**config.mk**
```make
export PLATFORM = sky130hd
export DESIGN_NAME = sipo_deserializer
export DESIGN_NICKNAME = d
export VERILOG_FILES = /design/src/rtl/sipo_deserializer.sv
export SDC_FILE = /design/constraint.sdc
export NUM_CORES = 1
export LEC_CHECK = 0
export ABC_AREA = 1
export CORE_MARGIN = 2
export CORE_UTILIZATION = 44
export CTS_BUF_LIST = sky130_fd_sc_hd__clkbuf_8
export DETAILED_ROUTE_END_ITERATION = 7
export PLACE_DENSITY_LB_ADDON = 0.2
export SLEW_MARGIN = 20
export SYNTH_ARGS = -nofsm -noshare
export SYNTH_HDL_FRONTEND = slang
export SYNTH_SLANG_ARGS = --single-unit
```
**constraint.sdc**
```tcl
create_clock -name clk -period 2 [get_ports clk]
set_input_delay 0.4 -clock clk [delete_from_list [all_inputs] [get_ports clk]]
set_output_delay 0.4 -clock clk [all_outputs]
set_load 0.01 [all_outputs]
```
**src/rtl/sipo_deserializer.sv**
```systemverilog
`default_nettype none
// ============================================================================
// Module   : sipo_deserializer
// Brief    : Serial-in / parallel-out deserializer. Collects WIDTH bits
//            (first bit lands in the MSB) and hands each completed word to a
//            one-entry output buffer with a valid/ready handshake. A completed
//            word that finds the buffer full and not being drained is dropped
//            and raises a sticky overrun flag.
// Revision : 1.0 - initial release
// ============================================================================
module sipo_deserializer #(
  parameter int WIDTH = 8
) (
  input  logic                           clk,
  input  logic                           rst_n,
  input  logic                           i_bit_in,
  input  logic                           i_bit_valid,
  input  logic                           i_clr,
  input  logic                           i_word_ready,
  output logic [WIDTH-1:0]               o_word_out,
  output logic                           o_word_valid,
  output logic [$clog2(WIDTH+1)-1:0]     o_bit_count,
  output logic                           o_overrun
);

  localparam int CNT_W = $clog2(WIDTH + 1);
  localparam logic [CNT_W-1:0] c_LAST = CNT_W'(WIDTH - 1);
  localparam logic [CNT_W-1:0] c_ONE  = CNT_W'(1);

  typedef enum logic {
    S_EMPTY = 1'b0,
    S_FULL  = 1'b1
  } state_t;

  // Only WIDTH-1 history bits are needed: the last bit of a word comes
  // straight from i_bit_in on the completing edge.
  logic [WIDTH-2:0] r_shift;
  logic [CNT_W-1:0] r_count;
  logic [WIDTH-1:0] r_word;
  logic             r_overrun;
  state_t           r_state;

  state_t           w_state_nxt;
  logic             w_complete;
  logic             w_load;
  logic             w_set_ovr;
  logic [WIDTH-1:0] w_candidate;

  assign w_candidate = {r_shift, i_bit_in};
  // clr suppresses completion so a word finishing on a clearing edge is lost.
  assign w_complete  = i_bit_valid && (r_count == c_LAST) && !i_clr;

  // Partial-word shift register and bit counter.
  always_ff @(posedge clk or negedge rst_n) begin
    if (!rst_n) begin
      r_shift <= '0;
      r_count <= '0;
    end else if (i_clr) begin
      r_shift <= '0;
      r_count <= '0;
    end else if (i_bit_valid) begin
      r_shift <= w_candidate[WIDTH-2:0];
      r_count <= w_complete ? '0 : (r_count + c_ONE);
    end
  end

  // Output buffer next-state: drain on ready, load/drop on completion.
  always_comb begin
    w_state_nxt = r_state;
    w_load      = 1'b0;
    w_set_ovr   = 1'b0;
    case (r_state)
      S_EMPTY: begin
        if (w_complete) begin
          w_load      = 1'b1;
          w_state_nxt = S_FULL;
        end
      end
      S_FULL: begin
        if (w_complete) begin
          if (i_word_ready) begin
            w_load    = 1'b1;
          end else begin
            w_set_ovr = 1'b1;
          end
        end else if (i_word_ready) begin
          w_state_nxt = S_EMPTY;
        end
      end
      default: w_state_nxt = S_EMPTY;
    endcase
    if (i_clr) begin
      w_state_nxt = S_EMPTY;
    end
  end

  // Output buffer state, held word and sticky overrun flag.
  always_ff @(posedge clk or negedge rst_n) begin
    if (!rst_n) begin
      r_state   <= S_EMPTY;
      r_word    <= '0;
      r_overrun <= 1'b0;
    end else begin
      r_state <= w_state_nxt;
      if (w_load) begin
        r_word <= w_candidate;
      end
      if (i_clr) begin
        r_overrun <= 1'b0;
      end else if (w_set_ovr) begin
        r_overrun <= 1'b1;
      end
    end
  end

  assign o_word_out   = r_word;
  assign o_word_valid = (r_state == S_FULL);
  assign o_bit_count  = r_count;
  assign o_overrun    = r_overrun;

endmodule
`default_nettype wire

```
Word level (Yosys, flattened, before mapping)
Index checks and enable logic that the tools add are counted.

word-level totals
  register bits after elaboration = 21
  input bits = 6
  output and inout port bits = 14
  logic and storage cells = 30

cells by class
  add/subtract/negate cells = 1
  equality and inequality tests = 1
  muxes and demuxes = 17
  bitwise logic cells = 1
  reductions and logical operators = 5

operators by type and width
  cell                                                             number
  7-bit two-way mux                                                2
  4-bit two-way mux                                                3
  1-bit two-way mux                                                10
  4-bit by 1-bit adder with 4-bit output, second input constant    1
  4-bit by 3-bit == test with 1-bit output, second input constant  1
  1-bit one-hot mux with 2 select lines                            2
  2-bit nonzero test                                               2
  1-bit logical AND                                                2
  1-bit zero test                                                  1
  1-bit NOT                                                        1

Longest topological paths before layout
  depth in word-level cells = 7
  depth in mapped cells = 7
  mapped depth without buffers = 6

Worst setup path after synthesis
No wires, ideal clock.

  path type = register to register
  from = reg r_count[0] (netlist: o_bit_count[0])
  to = reg r_count[3] (netlist: o_bit_count[3])
  setup time = 0.065 ns
  data arrival time = 1.128 ns
  data required time = 1.935 ns
  slack = 0.807 ns
  cell stages (with the launch flop) = 8
  buffers on the path = 1
  period minus slack after synthesis = 1.193 ns
  cells stage by stage = dfrtp_1 ha_1 nand2_2 nor2_4 buf_8 nor2_4 nand3_1 nand2_1

between the ends
  cells in the longest elaborated chain, start to end = 6
  elaborated cells between the ends (all ways) = 7
  classes of those cells = add/sub (1); eq/ne (1); mux (3); reduce/logical (2)

RTL lines
  what                                                                                            RTL line  RTL
  start: declaration                                                                              38        logic [CNT_W-1:0] r_count;
  start signal: assignment                                                                        63        r_count <= w_complete ? '0 : (r_count + c_ONE);
  parallel branches: the longest is 3 deep, another holds 4-bit by 1-bit adder with 4-bit output  --
  4-bit two-way mux *                                                                             63
  4-bit two-way mux *                                                                             61        end else if (i_bit_valid) begin
  4-bit two-way mux *                                                                             58        end else if (i_clr) begin

Every way passes the cells marked *. The select of a mux whose other input is x is not followed.
A chain may end at the register's enable or synchronous reset.

Worst setup path after layout
  from = reg r_count[3] (netlist: o_bit_count[3])
  to = out o_bit_count[3]

RTL lines
  what              RTL line  RTL
  end: declaration  22        output logic [$clog2(WIDTH+1)-1:0] o_bit_count,

No word-level cell between the ends.

==> flow_metrics.env <==
export IMPL_cp_num_cells=1
export IMPL_finClkSkew_ns=0.00206
export IMPL_antennaDiodeCount=0
export IMPL_slew_headroom_pct=78.2
export IMPL_path_delay_family="buffers and inverters"
export IMPL_hold_path_depth=2
export IMPL_status="complete, no violations"
export IMPL_reg2regPathDepth=6
export IMPL_cts_sinks=21
export IMPL_cts_max_level=1
export IMPL_instances_no_fill=145
export IMPL_start_util_pct=47.0
export IMPL_cp_required_ns=1.60
export IMPL_cts_setup_buffers=0
export IMPL_path_clk_slew_ns=0.07
export IMPL_maxSlewViolCount=0
export IMPL_yosysTopAreaCellShare_pct=56.4
export IMPL_area_growth_pct=26.7
export IMPL_path_class="flop to primary output"
export IMPL_period_share_pct=84.7
export IMPL_die_h_um=50.0
export IMPL_finalInstanceArea_mm2=0.00118
export IMPL_powerDensity_mw_per_mm2=647
export IMPL_core_mm2=0.00198
export IMPL_grt_start_max_net_pins=22
export IMPL_root_buffer="clkbuf_8"
export IMPL_cts_tree="yes"
export IMPL_finalWeightedCongestion=0.730
export IMPL_rows=16
export IMPL_worst_slack_ns=0.306
export IMPL_grtUsageTotal_pct=15.9
export IMPL_dr_total_vias=692
export IMPL_path_cells="clkdlybuf4s50_1"
export IMPL_post_dp_hpwl_mm=1.26
export IMPL_syn_area_um2=932
export IMPL_maxCapViolCount=0
export IMPL_drive_gt1_share_pct=13.6
export IMPL_path_buf_inv=1
export IMPL_synth_area_leaders="dfrtp_1, nand2_1, nand4_1, inv_1, o22ai_1"
export IMPL_route_final_wire_length_mm=1.66
export IMPL_dpl_cell_area_mm2=0.00113
export IMPL_peakVddDrop_mv=0.383
export IMPL_cp_slowest_cell="clkdlybuf4s50_1"
export IMPL_cts_made_buffers=3
export IMPL_async_flop_share_pct=100
export IMPL_ant_nets=0
export IMPL_rsz0062_at_grt="false"
export IMPL_dp_slack_ns=0.281
export IMPL_port_buffers=19
export IMPL_synthDistinctLibCells=20
export IMPL_cp_start_kind="flop"
export IMPL_hp_class="flop to flop"
export IMPL_synth_area_leader_cell="dfrtp_1"
export IMPL_finalHoldViolCount=0
export IMPL_drc=0
export IMPL_clockBufferDepth=2
export IMPL_clock_latency_ns=0.25
export IMPL_first_pass_iters=4
export IMPL_syn_inst=96
export IMPL_synth_warnings=0
export IMPL_critPathMaxStageDelay_ns=0.58
export IMPL_setup_viol=0
export IMPL_worst_pin_slew_ns=0.327
export IMPL_wl_per_cell_um=11.5
export IMPL_post_cts_resized=0
export IMPL_die_area_mm2=0.00250
export IMPL_worstPathArrival_ns=1.29
export IMPL_end_kind="primary output"
export IMPL_viasPerCell=4.77
export IMPL_synth_ff_type="dfrtp_1"
export IMPL_die_w_um=50.0
export IMPL_period_minus_slack_ns=1.69
export IMPL_nets=126
export IMPL_ctsHoldBuffers=0
export IMPL_grt_pass1_wl_mm=3.02
export IMPL_ys_seq_area_share_pct=56.4
export IMPL_io_pins=20
export IMPL_grt_pass1_vias=685
export IMPL_fin_tns_setup_ns=0
export IMPL_cp_max_fo=5
export IMPL_antenna_found_initial=0
export IMPL_synth_ff_latch_count=21
export IMPL_max_freq_mhz=590
export IMPL_p_leak_uw=0.000582
export IMPL_syn_avg_cell_area_um2=9.71
export IMPL_grt_ovfl_total=0
export IMPL_dp_cells=141
export IMPL_synth_edff_count=0
export IMPL_drt_initial_drc_count=12
export IMPL_synth_nets=103
[report_power, final]
part | switching (µW) | leakage (µW) | internal (µW)
Clock | 132 | 0.0000255 | 138
Sequential | 6.34 | 0.000291 | 430
Combinational | 32.8 | 0.000265 | 24.1
[stage by stage]
stage	hold WS, ns	total power [µW]	util, %
after floorplan	0.104	471	-
after global placement	0.459	501	57.3
after detailed placement	0.459	503	57.3
after CTS	0.478	772	59.6
after global routing	0.499	805	59.6
final	0.471	764	59.6
[path summary, 6_finish.rpt]
check / startpoint / end / slack, ns
min in group asynchronous: rst_n / o_word_out[1]$_DFFE_PN0P_ / 0.48
max in group asynchronous: rst_n / r_shift[2]$_DFFE_PN0P_ / 1.32
hold / removal: o_word_out[0]$_DFFE_PN0P_ / o_word_out[0]$_DFFE_PN0P_ / 0.47
setup / recovery: o_bit_count[3]$_DFFE_PN0P_ / o_bit_count[3] / 0.31
setup reg to reg: o_bit_count[0]$_DFFE_PN0P_ / o_word_out[7]$_DFFE_PN0P_ / 0.53
hold reg to reg: o_word_out[0]$_DFFE_PN0P_ / o_word_out[0]$_DFFE_PN0P_ / 0.47
[sequential cells by signal (all words and copies together), names as in the netlist]
register      flops
o_overrun         1
o_word_out        8
o_word_valid      1
o_bit_count       4
r_shift           7
[kinds of logic after synthesis]
family                     count (synthesis)  synth area share [%]
and+or+nand+nor                           46                  25.6
DFF                                       21                  56.4
buffers and inverters                     16                  9.13
AOI/OAI and AO/OA                         12                  7.52
adders and majority gates                  1                  1.34
[layer usage]
metal / vias to the layer above / GRT usage [%] / share of wire [%]
met4: 0 / 6.94 / 0.84
li1: 356 / - / -
met3: 2 / 2.12 / 3.1
met1: 322 / 21.2 / 47
met5: - / 0 / 0
met2: 12 / 25.7 / 49
[layout make-up]
cell class | count | area (µm²)
fillers | 181 | 801
flip-flops and latches | 21 | 526
multi-input cells | 59 | 322
repair buffers | 21 | 205
inverters | 13 | 48.8
clock buffers | 3 | 41.3
well taps | 27 | 33.8
clock inverters | 1 | 5.00
[cells in the mapped netlist, types with 2 or more instances]
library cell / count
nand2_2: 2
o22ai_1: 5
inv_1: 11
nand2_4: 2
nand2_1: 27
inv_2: 2
nor2_4: 2
nand3_1: 2
nand4_1: 9
o21ai_0: 4
dfrtp_1: 21
[tightest hold or removal path, stage by stage, from the launching register on]
cell	delay (ns)
dfrtp_1	0.35
nand2_1	0.05
nand2_1	0.04
[cells in the final DEF (no fill, tap or decap), types with 3 or more instances in the layout]
cell,synthesis,routed
o21ai_0,4,4
o22ai_1,5,5
nand4_1,9,9
nand2_1,27,27
clkbuf_8,1,3
clkdlybuf4s50_1,0,19
inv_1,11,11
dfrtp_1,21,21
No activity file was read; power rests on OpenSTA's default activity.
